$ cat src/rtl/fp_pkg.sv
// Shared floating-point constants, FSM state and float class types.
package fp_pkg;

  localparam int EXP_W   = 8;
  localparam int MAN_W   = 23;
  localparam int BIAS    = 127;
  localparam int EXP_MAX = 255;

  localparam int FLAG_NAN = 2;
  localparam int FLAG_OVF = 1;
  localparam int FLAG_INX = 0;

  typedef enum logic [1:0] {IDLE, SHIFT, FIX, DONE} state_t;

  typedef enum logic [2:0] {ZERO, DENORM, NORMAL, INF, NAN} fp_class_t;

endpackage

$ cat src/rtl/fp_to_int_seq_unpack.sv
// Combinational IEEE single unpacker: fields, implicit bit, class, unbiased exponent.
module fp_unpack
  import fp_pkg::*;
(
  input  logic [31:0]              f,
  output logic                     sign,
  output logic [MAN_W:0]           mant,
  output logic [MAN_W-1:0]         frac,
  output logic [2:0]               cls,
  output logic signed [EXP_W+1:0]  exp_unb
);

  logic [EXP_W-1:0] e;

  assign sign    = f[31];
  assign e       = f[30:23];
  assign frac    = f[MAN_W-1:0];
  assign mant    = {(e != '0), frac};
  assign exp_unb = $signed({2'b00, e}) - $signed((EXP_W+2)'(BIAS));

  always_comb begin
    if (e == '0) begin
      cls = (frac == '0) ? ZERO : DENORM;
    end else if (e == EXP_W'(EXP_MAX)) begin
      cls = (frac == '0) ? INF : NAN;
    end else begin
      cls = NORMAL;
    end
  end

endmodule

$ cat src/rtl/fp_to_int_seq.sv
// Sequential float-to-int converter, one shift bit per cycle, valid/ready on both sides.
// Define FP2INT_ROUND_EN for round-to-nearest-even; otherwise results truncate toward zero.
module fp_to_int_seq
  import fp_pkg::*;
#(
  parameter int OUT_W = 32
) (
  input  logic             clk,
  input  logic             rst,
  input  logic             in_valid,
  output logic             in_ready,
  input  logic [31:0]      in_data,
  output logic             out_valid,
  input  logic             out_ready,
  output logic [OUT_W-1:0] out_data,
  output logic [2:0]       out_flags
);

  localparam int W = (OUT_W > 24) ? OUT_W : 24;
  localparam logic signed [9:0] E_TOP = 10'(OUT_W - 1);
  localparam logic signed [9:0] E_PIV = 10'sd23;
  localparam logic [OUT_W-1:0]  INT_MIN = {1'b1, {(OUT_W-1){1'b0}}};
  localparam logic [OUT_W-1:0]  INT_MAX = ~INT_MIN;
`ifdef FP2INT_ROUND_EN
  localparam logic signed [9:0] E_HALF = -10'sd1;
`endif

  logic               u_sign;
  logic [MAN_W:0]     u_mant;
  logic [MAN_W-1:0]   u_frac;
  logic [2:0]         u_cls_raw;
  fp_class_t          u_cls;
  logic signed [9:0]  u_exp;

  fp_unpack u_unpack (
    .f       (in_data),
    .sign    (u_sign),
    .mant    (u_mant),
    .frac    (u_frac),
    .cls     (u_cls_raw),
    .exp_unb (u_exp)
  );

  assign u_cls = fp_class_t'(u_cls_raw);

  state_t             state_reg, state_next;
  logic               sign_reg;
  fp_class_t          cls_reg;
  logic signed [9:0]  exp_reg;
  logic               frac_nz_reg;
  logic [W-1:0]       mag_reg;
  logic               guard_reg, sticky_reg;
  logic [4:0]         cnt_reg;
  logic               left_reg;
  logic [OUT_W-1:0]   out_data_reg;
  logic [2:0]         out_flags_reg;

  logic               accept;
  logic               in_range;
  logic [4:0]         shift_n;
  logic [OUT_W-1:0]   mag_fin, sat_val, fix_data;
  logic [2:0]         fix_flags;
  logic               carry_ovf;

  assign in_ready  = (state_reg == IDLE);
  assign out_valid = (state_reg == DONE);
  assign out_data  = out_data_reg;
  assign out_flags = out_flags_reg;
  assign accept    = in_valid && in_ready;

  // Only normal values that end up representable go through the shifter.
  assign in_range = (u_cls == NORMAL) && !u_exp[9] && (u_exp < E_TOP);
  always_comb begin
    shift_n = 5'd0;
    if (in_range) begin
      shift_n = (u_exp > E_PIV) ? 5'(u_exp - E_PIV) : 5'(E_PIV - u_exp);
    end
  end

  always_ff @(posedge clk) begin
    if (rst) state_reg <= IDLE;
    else     state_reg <= state_next;
  end

  always_comb begin
    state_next = state_reg;
    case (state_reg)
      IDLE:  if (accept) state_next = (shift_n != 5'd0) ? SHIFT : FIX;
      SHIFT: if (cnt_reg == 5'd1) state_next = FIX;
      FIX:   state_next = DONE;
      DONE:  if (out_ready) state_next = IDLE;
      default: state_next = IDLE;
    endcase
  end

  always_ff @(posedge clk) begin
    if (rst) begin
      sign_reg      <= 1'b0;
      cls_reg       <= ZERO;
      exp_reg       <= '0;
      frac_nz_reg   <= 1'b0;
      mag_reg       <= '0;
      guard_reg     <= 1'b0;
      sticky_reg    <= 1'b0;
      cnt_reg       <= '0;
      left_reg      <= 1'b0;
      out_data_reg  <= '0;
      out_flags_reg <= '0;
    end else begin
      case (state_reg)
        IDLE: if (accept) begin
          sign_reg    <= u_sign;
          cls_reg     <= u_cls;
          exp_reg     <= u_exp;
          frac_nz_reg <= |u_frac;
          mag_reg     <= W'(u_mant);
          guard_reg   <= 1'b0;
          sticky_reg  <= 1'b0;
          cnt_reg     <= shift_n;
          left_reg    <= (u_exp > E_PIV);
        end
        SHIFT: begin
          cnt_reg <= cnt_reg - 5'd1;
          if (left_reg) begin
            mag_reg <= mag_reg << 1;
          end else begin
            mag_reg    <= mag_reg >> 1;
            guard_reg  <= mag_reg[0];
            sticky_reg <= sticky_reg | guard_reg;
          end
        end
        FIX: begin
          out_data_reg  <= fix_data;
          out_flags_reg <= fix_flags;
        end
        default: ;
      endcase
    end
  end

  assign sat_val = sign_reg ? INT_MIN : INT_MAX;

  always_comb begin
    mag_fin   = mag_reg[OUT_W-1:0];
    carry_ovf = 1'b0;
`ifdef FP2INT_ROUND_EN
    if (guard_reg & (sticky_reg | mag_reg[0])) mag_fin = mag_reg[OUT_W-1:0] + OUT_W'(1);
    // A carry into the sign bit is only representable for negative results.
    carry_ovf = ~sign_reg & mag_fin[OUT_W-1];
`endif
    fix_data  = '0;
    fix_flags = '0;
    case (cls_reg)
      DENORM: fix_flags[FLAG_INX] = 1'b1;
      NAN:    fix_flags[FLAG_NAN] = 1'b1;
      INF: begin
        fix_data            = sat_val;
        fix_flags[FLAG_OVF] = 1'b1;
      end
      NORMAL: begin
        if (exp_reg >= E_TOP) begin
          if (sign_reg && (exp_reg == E_TOP) && !frac_nz_reg) begin
            fix_data = INT_MIN;
          end else begin
            fix_data            = sat_val;
            fix_flags[FLAG_OVF] = 1'b1;
          end
        end else if (exp_reg[9]) begin
          fix_flags[FLAG_INX] = 1'b1;
`ifdef FP2INT_ROUND_EN
          if ((exp_reg == E_HALF) && frac_nz_reg) fix_data = sign_reg ? '1 : OUT_W'(1);
`endif
        end else if (carry_ovf) begin
          fix_data            = sat_val;
          fix_flags[FLAG_OVF] = 1'b1;
        end else begin
          fix_data            = sign_reg ? -mag_fin : mag_fin;
          fix_flags[FLAG_INX] = guard_reg | sticky_reg;
        end
      end
      default: ;
    endcase
  end

endmodule

$ cat config.mk
export PLATFORM = sky130hd
export DESIGN_NAME = fp_to_int_seq
export DESIGN_NICKNAME = d
export VERILOG_FILES = /design/src/rtl/fp_pkg.sv /design/src/rtl/fp_to_int_seq_unpack.sv /design/src/rtl/fp_to_int_seq.sv
export SDC_FILE = /design/constraint.sdc
export NUM_CORES = 1
export LEC_CHECK = 0
export BUFFER_PORTS_ARGS = -buffer_cell sky130_fd_sc_hd__buf_2
export CORE_ASPECT_RATIO = 2
export CORE_MARGIN = 1
export CORE_UTILIZATION = 59
export DETAILED_ROUTE_END_ITERATION = 10
export GPL_ROUTABILITY_DRIVEN = 0
export PLACE_DENSITY = 0.81
export SLEW_MARGIN = 15
export SYNTH_ARGS = -nofsm -noshare
export SYNTH_HDL_FRONTEND = slang
export SYNTH_SLANG_ARGS = --single-unit
export TNS_END_PERCENT = 20
$ cat constraint.sdc
create_clock -name clk -period 3.4 [get_ports clk]
set_input_delay 0.68 -clock clk [delete_from_list [all_inputs] [get_ports clk]]
set_output_delay 0.68 -clock clk [all_outputs]
set_load 0.02 [all_outputs]
==> results of run 1 <==
[metal layers]
metal  part of all wire  vias to the layer above  global-route usage
met5                  0                        -                   0
met4              0.074                        0               0.270
met3              0.049                       95              0.0415
met2               0.53                      297               0.622
met1               0.34                     2765               0.354
li1                   -                     2779                   -
[cell usage after synthesis, drive strengths merged (2+ instances only)]
cell type / instances
a211oi: 15
a21oi: 73
clkinv: 2
nand3: 15
or4b: 2
o41ai: 3
a311oi: 5
ha: 13
nor3: 31
or4: 2
or3: 3
or3b: 2
xor2: 9
nor2: 80
o31ai: 5
mux2i: 31
nand2b: 11
o211ai: 30
a22oi: 9
xnor2: 8
a41oi: 2
nand4b: 2
nor4: 14
a21o: 3
inv: 14
and3: 3
buf: 18
o311ai: 8
and2: 6
nand2: 89
or2: 2
o22ai: 7
nor3b: 2
mux2: 8
and3b: 2
nand4: 9
nor2b: 4
o21ai: 38
a31oi: 9
dfxtp: 91
clkbuf: 50
nand3b: 2
[through the flow]
stage / hold slack, ns / setup slack [ns] / util / instance area [um^2]
floorplan: 0.432 / 0.579 / - / 5690
global placement: 0.434 / 0.369 / 0.643 / 6040
detailed placement: 0.437 / 0.257 / 0.643 / 6040
CTS: 0.451 / 0.613 / 0.678 / 6360
global route: 0.487 / 0.433 / 0.678 / 6360
finish: 0.445 / 0.605 / 0.678 / 6360
[kinds of logic after synthesis]
logic type,share of synthesized area
muxes,0.0703
xor gates and xnor gates,0.0262
DFF,0.320
adders and majority gates,0.0286
buffers and inverters,0.0589
and+or+nand+nor,0.244
AOI/OAI and AO/OA,0.252
[power by group]
part	leakage, nW	internal (mW)	switching (mW)
registers	0.744	1.35	0.412
clock network	0.159	0.683	0.415
logic	1.49	0.902	1.64
[worst paths after layout]
| kind | to | startpoint | depth (start not counted) |
|---|---|---|---|
| setup reg to reg | out_data[28] | mag_fin[1] | 8 |
| hold / removal | out_data[9] | out_data[9] | 2 |
| setup / recovery | state_reg[0] | in_data[25] | 11 |
| hold reg to reg | out_data[9] | out_data[9] | 2 |
[tightest hold or removal path: stages (launching register included)]
cell,delay [ns]
dfxtp_1,0.32
nand2_1,0.04
o21ai_0,0.05
[area by class of cell]
cell class	count	area share
Sequential cell	91	0.286
Timing Repair Buffer	88	0.0755
Multi-Input combinational cell	572	0.557
Inverter	16	0.00944
Tap cell	104	0.0204
Clock buffer	12	0.0403
Clock inverter	4	0.0114
==> impl_metrics.py, run 1 <==
metrics = {
    "worst_setup_path": {
        "cp.required_ns": 3.64,
        "critPathMostFrequentCell": "ha_1",
        "critPathLaunchType": "primary input",
        "path_class": "in2reg",
        "cpPeakStageDelay_ns": 0.44,
        "endpoint_kind": "flop",
        "cp_num_buf_inv": 2,
        "critical_path.slowest_cell": "a2111o_1",
        "cp_data_arrival_time_ns": 3.04,
        "cp_max_fo": 7,
        "path_delay_family": "compound AO/OA/AOI/OAI gates",
        "r2r_setup_slack_ns": 0.83,
        "cp_cell_sequence": "buf_2, ha_1, a21boi_0, nor2_1, buf_4, ha_1, a31oi_1, a21oi_4, mux2i_1, a2111o_1, and3b_1",
    },
    "clock_tree": {
        "insertion_delay_ns": 0.35,
        "tritoncts": "built",
        "root_buffer": "clkbuf_16",
        "cts_setup_buffers": 0,
        "cts_resized": 0,
        "htreeDepth": 3,
        "cts_buffer_depth": 2,
        "clock-sinks": 91,
        "holdBufCountCts": 0,
        "cts_buffers": 9,
        "clk_pin_slew_ns": 0.06,
    },
    "timing": {
        "skew_ns": 0.00792,
        "rsz0062_at_grt": "false",
        "setup_tns_ns": 0,
        "setup_viol": 0,
        "period_needed_ns": 2.79,
        "post-route-period-util": 0.822,
        "worst_slew_pin_slew_ns": 0.832,
        "fmax_ghz": 0.358,
        "hold_viol_final": 0,
        "max-slew-margin-rel": 0.442,
        "drv_slew": 0,
    },
    "logic_synthesis": {
        "ys_warn_count": 0,
        "synth_seq_area_share": 0.320,
        "syn_area_per_cell_um2": 7.62,
        "syn_area_um2": 5690,
        "synth_seq_cells": 91,
        "synth_cells": 747,
        "yosysUniqueCellTypes": 76,
        "synth_nets": 796,
        "synth_edf_count": 0,
        "synth_largest_area_cell": "dfxtp_1",
        "synth_area_leaders": "dfxtp_1 32%, a21oi_1 6.3%, nand2_1 5.9%",
        "synthArstFlopShare": 0,
        "synth_top_cell_area_share": 0.320,
        "synth_flop_cell": "dfxtp_1",
    },
    "grt": {
        "grt_pass1_wl_um": 27500,
        "grt_util_all_layers": 0.346,
        "grt_overflow": 0,
        "grt_pass1_vias": 5762,
        "grt_max_degree": 56,
        "antenna_found_initial": 0,
    },
    "floorplanning": {
        "fp.dieW_um": 71.5,
        "dieArea_um2": 10100,
        "start_util": 0.607,
        "num_io_pins": 73,
        "die_height_um": 141,
        "rows": 50,
        "fp.coreArea_um2": 9380,
    },
    "layout": {
        "final_cell_mix": "91 x dfxtp_1, 89 x nand2_1, 79 x nor2_1, 72 x buf_2, 71 x a21oi_1",
        "seqCellArea_um2": 1820,
        "final_net_count": 827,
        "area_growth_syn_to_layout_pct": 11.8,
        "instances_no_fill": 887,
        "drive_gt1_frac": 0.169,
        "fillCellCount": 786,
        "final_common_cell": "dfxtp_1",
        "num_antenna_cells": 0,
        "multi_input_area_um2": 3540,
    },
    "pwr": {
        "powerDensity_nw_per_um2": 850,
        "ir_drop_mv": 0.526,
        "p_total_mw": 5.41,
        "leakagePower_nw": 2.39,
    },
    "run_status": {
        "outcome": "completed",
    },
    "flow_run": {
        "maxCapViolCount": 0,
    },
    "route": {
        "num_vias": 5936,
        "drtIter0Drc": 531,
        "drc_errors": 0,
        "drt-vias-per-instance": 6.69,
        "drt_wl_total_um": 16800,
        "ant_nets": 0,
        "drt-pass1-iter-count": 5,
        "wl_per_cell_um": 18.9,
    },
    "placement": {
        "port-buffer-count": 72,
        "hpwl_um": 11900,
        "dp_cells": 871,
    },
    "worst_hold_path": {
        "hold_class": "reg2reg",
    },
}
(Power assumes the default switching activity.)
==> inputs of run 2 (changes only) <==
==> constraint.sdc (replaced) <==
create_clock -name clk -period 2.73 [get_ports clk]
set_input_delay 0.546 -clock clk [delete_from_list [all_inputs] [get_ports clk]]
set_output_delay 0.546 -clock clk [all_outputs]
set_load 0.02 [all_outputs]
==> run 2 against run 1 <==
Compared with the run above:
- power rose by 28%
- count of clock-buffer cells in the layout fell by 2
- final cell count rose by 3.3%
- clock power rose by 25%
- combinational power rose by 35%
- via count rose by 1.3%
- global-route usage rose by 2.1 points
- first-iteration DRC count rose by 31%
- highest routed layer unchanged
==> impl_metrics.py, run 2 (synthesis gave the netlist of run 1 again) <==
metrics = {
    "run_status": {
        "outcome": "completed",
    },
    "worst_setup_path": {
        "critPathLaunchType": "primary input",
        "startpoint": "in_data[24]",
        "regToRegStartpoint": "mag_fin[1]",
        "cp_data_arrival_time_ns": 2.82,
        "cp.required_ns": 2.97,
        "path_class": "in2reg",
        "cp_max_fo": 5,
        "endpoint_kind": "flop",
        "r2r_setup_slack_ns": 0.19,
    },
    "layout": {
        "fillCellCount": 757,
        "drive_gt1_frac": 0.200,
        "num_antenna_cells": 0,
        "multi_input_area_um2": 3540,
        "seqCellArea_um2": 1820,
        "final_net_count": 856,
        "area_growth_syn_to_layout_pct": 15.6,
        "final_cell_mix": "91 x dfxtp_1, 89 x nand2_1, 79 x nor2_1, 72 x buf_2, 71 x a21oi_1",
        "final_common_cell": "dfxtp_1",
        "final_area_um2": 6580,
    },
    "timing": {
        "period_needed_ns": 2.58,
        "setup_tns_ns": 0,
        "skew_ns": 0.00468,
        "hold_viol_final": 0,
        "max-slew-margin-rel": 0.480,
        "setup_viol": 0,
        "drv_slew": 0,
        "post-route-period-util": 0.945,
        "rsz0062_at_grt": "false",
        "worst_slew_pin_slew_ns": 0.777,
        "fmax_ghz": 0.388,
    },
    "floorplanning": {
        "die_height_um": 141,
        "fp.coreArea_um2": 9380,
        "dieArea_um2": 10100,
        "num_io_pins": 73,
        "rows": 50,
        "start_util": 0.607,
        "fp.dieW_um": 71.5,
    },
    "grt": {
        "grt_pass1_wl_um": 29000,
        "grt_pass1_vias": 6045,
        "grt_util_all_layers": 0.368,
        "grt_overflow": 0,
        "grt_max_degree": 55,
        "antenna_found_initial": 0,
    },
    "route": {
        "num_vias": 6012,
        "drt-vias-per-instance": 6.56,
        "drc_errors": 0,
        "drt_wl_total_um": 17200,
        "drt-pass1-iter-count": 6,
        "wl_per_cell_um": 18.8,
        "drtIter0Drc": 694,
        "ant_nets": 0,
    },
    "worst_hold_path": {
        "hold_start": "out_data[9]",
        "hold_class": "reg2reg",
    },
    "pwr": {
        "p_total_mw": 6.93,
        "powerDensity_nw_per_um2": 1050,
        "leakagePower_nw": 2.54,
        "ir_drop_mv": 0.537,
    },
    "clock_tree": {
        "tritoncts": "built",
        "clock-sinks": 91,
        "holdBufCountCts": 0,
        "cts_buffers": 9,
        "root_buffer": "clkbuf_16",
        "cts_buffer_depth": 2,
        "htreeDepth": 3,
        "clk_pin_slew_ns": 0.06,
        "cts_setup_buffers": 0,
        "insertion_delay_ns": 0.35,
    },
    "placement": {
        "port-buffer-count": 72,
        "hpwl_um": 12500,
        "placed_area_um2": 6250,
    },
    "flow_run": {
        "maxCapViolCount": 0,
    },
}
-- run 2: cell count changes in the layout (fill, tap and decap cells not counted), sizes merged --
cell / previous run / this run
clkbuf: 12 / 10
clkinvlp: 1 / 2
clkinv: 3 / 4
buf: 88 / 117
-- run 2: final timing paths --
path	end	cells after the start
max reg2reg	out_data[28]	8
max	state_reg[0]	12
min reg2reg	out_data[9]	2
min	out_data[9]	2
-- run 2: repair_timing --
action,in CTS,in global routing
endpoints found under the setup margin,0,1
resized for setup,0,1
endpoints found under the hold margin,0,0
-- run 2: worst max-delay path, cell delays in order --
cell	delay, ns
buf_2	0.11
ha_1	0.22
and3b_1	0.19
nor2_1	0.25
inv_1	0.12
ha_1	0.23
a31oi_1	0.16
buf_4	0.16
a21oi_4	0.08
mux2i_1	0.15
a2111o_1	0.44
and3b_1	0.18
-- run 2: area by class of cell --
class	instances	area share
Multi-Input combinational cell	572	0.538
Clock inverter	6	0.0135
Sequential cell	91	0.277
Tap cell	104	0.0198
Inverter	16	0.00913
Clock buffer	10	0.0363
Timing Repair Buffer	117	0.106
-- run 2: where the power goes --
group	total [mW]	switching, mW	internal (mW)
clock network	1.37	0.539	0.827
registers	2.14	0.452	1.69
logic	3.43	2.17	1.26
total	6.93	3.16	3.77
-- run 2: routing by layer --
metal  wire length (um)  global-route usage  vias up
li1                   -                   -     2839
met1               5960               0.377     2818
met2               9120               0.653      267
met3                856              0.0679       88
met4               1270               0.263        0
met5                  0                   0        -
-- run 2: through the flow --
stage	worst slack [ns]	cells	utilization	hold slack, ns
3_3_place_gp	-0.0256	900	0.666	0.434
3_5_place_dp	-0.191	900	0.666	0.442
5_1_grt	0.0298	916	0.701	0.492
6_report	0.149	916	0.701	0.454
2_1_floorplan	0.0426	747	-	0.432
4_1_cts	0.165	916	0.701	0.456
==> inputs of run 3 (changes only) <==
--- a/config.mk
+++ b/config.mk
@@ -6,13 +6,14 @@
 export NUM_CORES = 1
 export LEC_CHECK = 0
 export BUFFER_PORTS_ARGS = -buffer_cell sky130_fd_sc_hd__buf_2
+export CELL_PAD_IN_SITES_DETAIL_PLACEMENT = 1
+export CELL_PAD_IN_SITES_GLOBAL_PLACEMENT = 2
 export CORE_ASPECT_RATIO = 2
 export CORE_MARGIN = 1
-export CORE_UTILIZATION = 59
+export CORE_UTILIZATION = 34
 export DETAILED_ROUTE_END_ITERATION = 10
 export GPL_ROUTABILITY_DRIVEN = 0
-export PLACE_DENSITY = 0.81
-export SLEW_MARGIN = 15
+export PLACE_DENSITY_LB_ADDON = 0.1
 export SYNTH_ARGS = -nofsm -noshare
 export SYNTH_HDL_FRONTEND = slang
 export SYNTH_SLANG_ARGS = --single-unit
==> run 3 against run 2 <==
Compared with the run above:
- register-to-register slack lost 0.02 ns
- clock power barely moved
- sequential share of layout area down 1.3 points
- combinational power up 13%
- hold slack worse by 0.014 ns
- setup slack improved by 0.017 ns
- count of clock-buffer cells in the layout unchanged
- first-iteration DRC count fell by 79%
- via count is 0.96% lower
- sequential power fell by 6%
- final cell count is 14% higher
- largest cell class unchanged
==> impl_metrics.py, run 3 (synthesis gave the netlist of run 1 again) <==
metrics = {
    "run_status": {
        "outcome": "completed",
    },
    "worst_setup_path": {
        "path_class": "reg2reg",
        "cpPeakStageDelay_ns": 0.53,
        "cp_cell_sequence": "inv_1, ha_1, nor3b_2, nand4_1, or3b_1, o41ai_2, xor2_1, a21oi_1",
        "cp_num_buf_inv": 1,
        "critPathLaunchType": "flop",
        "critical_path.slowest_cell": "or3b_1",
        "cp_max_fo": 5,
        "path_delay_family": "simple AND/OR/NAND/NOR gates",
        "cp_data_arrival_time_ns": 2.79,
        "cp.required_ns": 2.95,
        "endpoint_kind": "flop",
    },
    "clock_tree": {
        "root_buffer": "clkbuf_16",
        "htreeDepth": 3,
        "insertion_delay_ns": 0.35,
        "cts_resized": 0,
        "clock-sinks": 91,
        "cts_setup_buffers": 0,
        "holdBufCountCts": 0,
        "cts_buffers": 9,
        "tritoncts": "built",
        "cts_buffer_depth": 2,
        "clk_pin_slew_ns": 0.07,
    },
    "layout": {
        "final_net_count": 883,
        "drive_gt1_frac": 0.225,
        "final_cell_mix": "91 x dfxtp_1, 89 x nand2_1, 79 x nor2_1, 72 x buf_2",
        "multi_input_area_um2": 3550,
        "seqCellArea_um2": 1820,
        "area_growth_syn_to_layout_pct": 21.5,
        "num_antenna_cells": 0,
        "final_area_um2": 6910,
        "instances_no_fill": 1043,
        "final_common_cell": "dfxtp_1",
        "fillCellCount": 2033,
    },
    "route": {
        "drt-pass1-iter-count": 4,
        "wl_met3_um": 403,
        "drc_errors": 0,
        "num_vias": 5954,
        "ant_nets": 0,
        "wl_per_cell_um": 19.9,
        "drt_wl_total_um": 20800,
        "wl_met1_um": 6930,
        "wl_met2_um": 12100,
        "top_layer": "met4",
        "drt-vias-per-instance": 5.71,
        "drtIter0Drc": 145,
    },
    "timing": {
        "setup_viol": 0,
        "setup_tns_ns": 0,
        "max-slew-margin-rel": 0.479,
        "hold_viol_final": 0,
        "fmax_ghz": 0.390,
        "worst_slew_pin_slew_ns": 0.782,
        "hold_slack_ns": 0.440,
        "post-route-period-util": 0.939,
        "period_needed_ns": 2.56,
        "skew_ns": 0.00527,
        "drv_slew": 0,
        "rsz0062_at_grt": "false",
    },
    "placement": {
        "placed_area_um2": 6600,
        "dp_cells": 1027,
        "hpwl_um": 16500,
        "port-buffer-count": 72,
    },
    "floorplanning": {
        "rows": 66,
        "dieArea_um2": 17300,
        "die_height_um": 185,
        "fp.dieW_um": 93.5,
        "start_util": 0.348,
        "fp.coreArea_um2": 16400,
        "num_io_pins": 73,
    },
    "worst_hold_path": {
        "hold_class": "in2reg",
    },
    "grt": {
        "grt_util_all_layers": 0.250,
        "antenna_found_initial": 0,
        "grt_overflow": 0,
        "grt_pass1_wl_um": 32400,
        "grt_pass1_vias": 6138,
        "grt_max_degree": 34,
    },
    "pwr": {
        "powerDensity_nw_per_um2": 1050,
        "leakagePower_nw": 2.67,
        "ir_drop_mv": 0.320,
    },
    "flow_run": {
        "maxCapViolCount": 0,
    },
}
## run 3: cell types whose count changed in the layout (fill, tap and decap cells not counted), sizes merged
| cell | delta |
|---|---|
| buf | +27 |
| clkinv | -1 |
| inv | +1 |
## run 3: cell type report
class / instances / share of cell area
well taps: 204 / 0.0369
clock inverters: 6 / 0.0128
repair buffers: 144 / 0.132
flip-flops and latches: 91 / 0.263
multi-input cells: 572 / 0.513
clock buffers: 10 / 0.0331
inverters: 16 / 0.00869
## run 3: tightest hold or removal path, cell delays in order
cell	delay, ns
buf_2	0.09
nand2_1	0.05
a21oi_1	0.05
## run 3: power breakdown
| group | leakage [nW] | total (mW) | internal, mW | switching (mW) |
|---|---|---|---|---|
| clock | 0.149 | 1.35 | 0.804 | 0.550 |
| combinational | 1.78 | 3.86 | 1.44 | 2.42 |
| sequential | 0.744 | 2.02 | 1.69 | 0.330 |
| total | 2.67 | 7.23 | 3.93 | 3.30 |
## run 3: through the flow
stage	power (mW)	util	setup slack, ns
2_1_floorplan	4.41	-	0.0426
3_3_place_gp	5.85	0.403	-0.108
3_5_place_dp	5.93	0.403	-0.200
4_1_cts	7.31	0.423	0.162
5_1_grt	7.73	0.423	0.00795
6_report	7.23	0.423	0.166
## run 3: worst paths after layout
path / start / endpoint / slack (ns) / cells past startpoint
min: in_data[31] / sign_reg / 0.44 / 3
min reg2reg: exp_reg[1] / exp_reg[1] / 0.46 / 2
max: mag_fin[0] / out_data[28] / 0.17 / 8
max reg2reg: mag_fin[0] / out_data[28] / 0.17 / 8
## run 3: metal layers
| metal | vias to the layer above | GRT usage |
|---|---|---|
| li1 | 2885 | - |
| met1 | 2929 | 0.225 |
| met2 | 92 | 0.501 |
| met3 | 48 | 0.0283 |
| met4 | 0 | 0.168 |
| met5 | - | 0 |
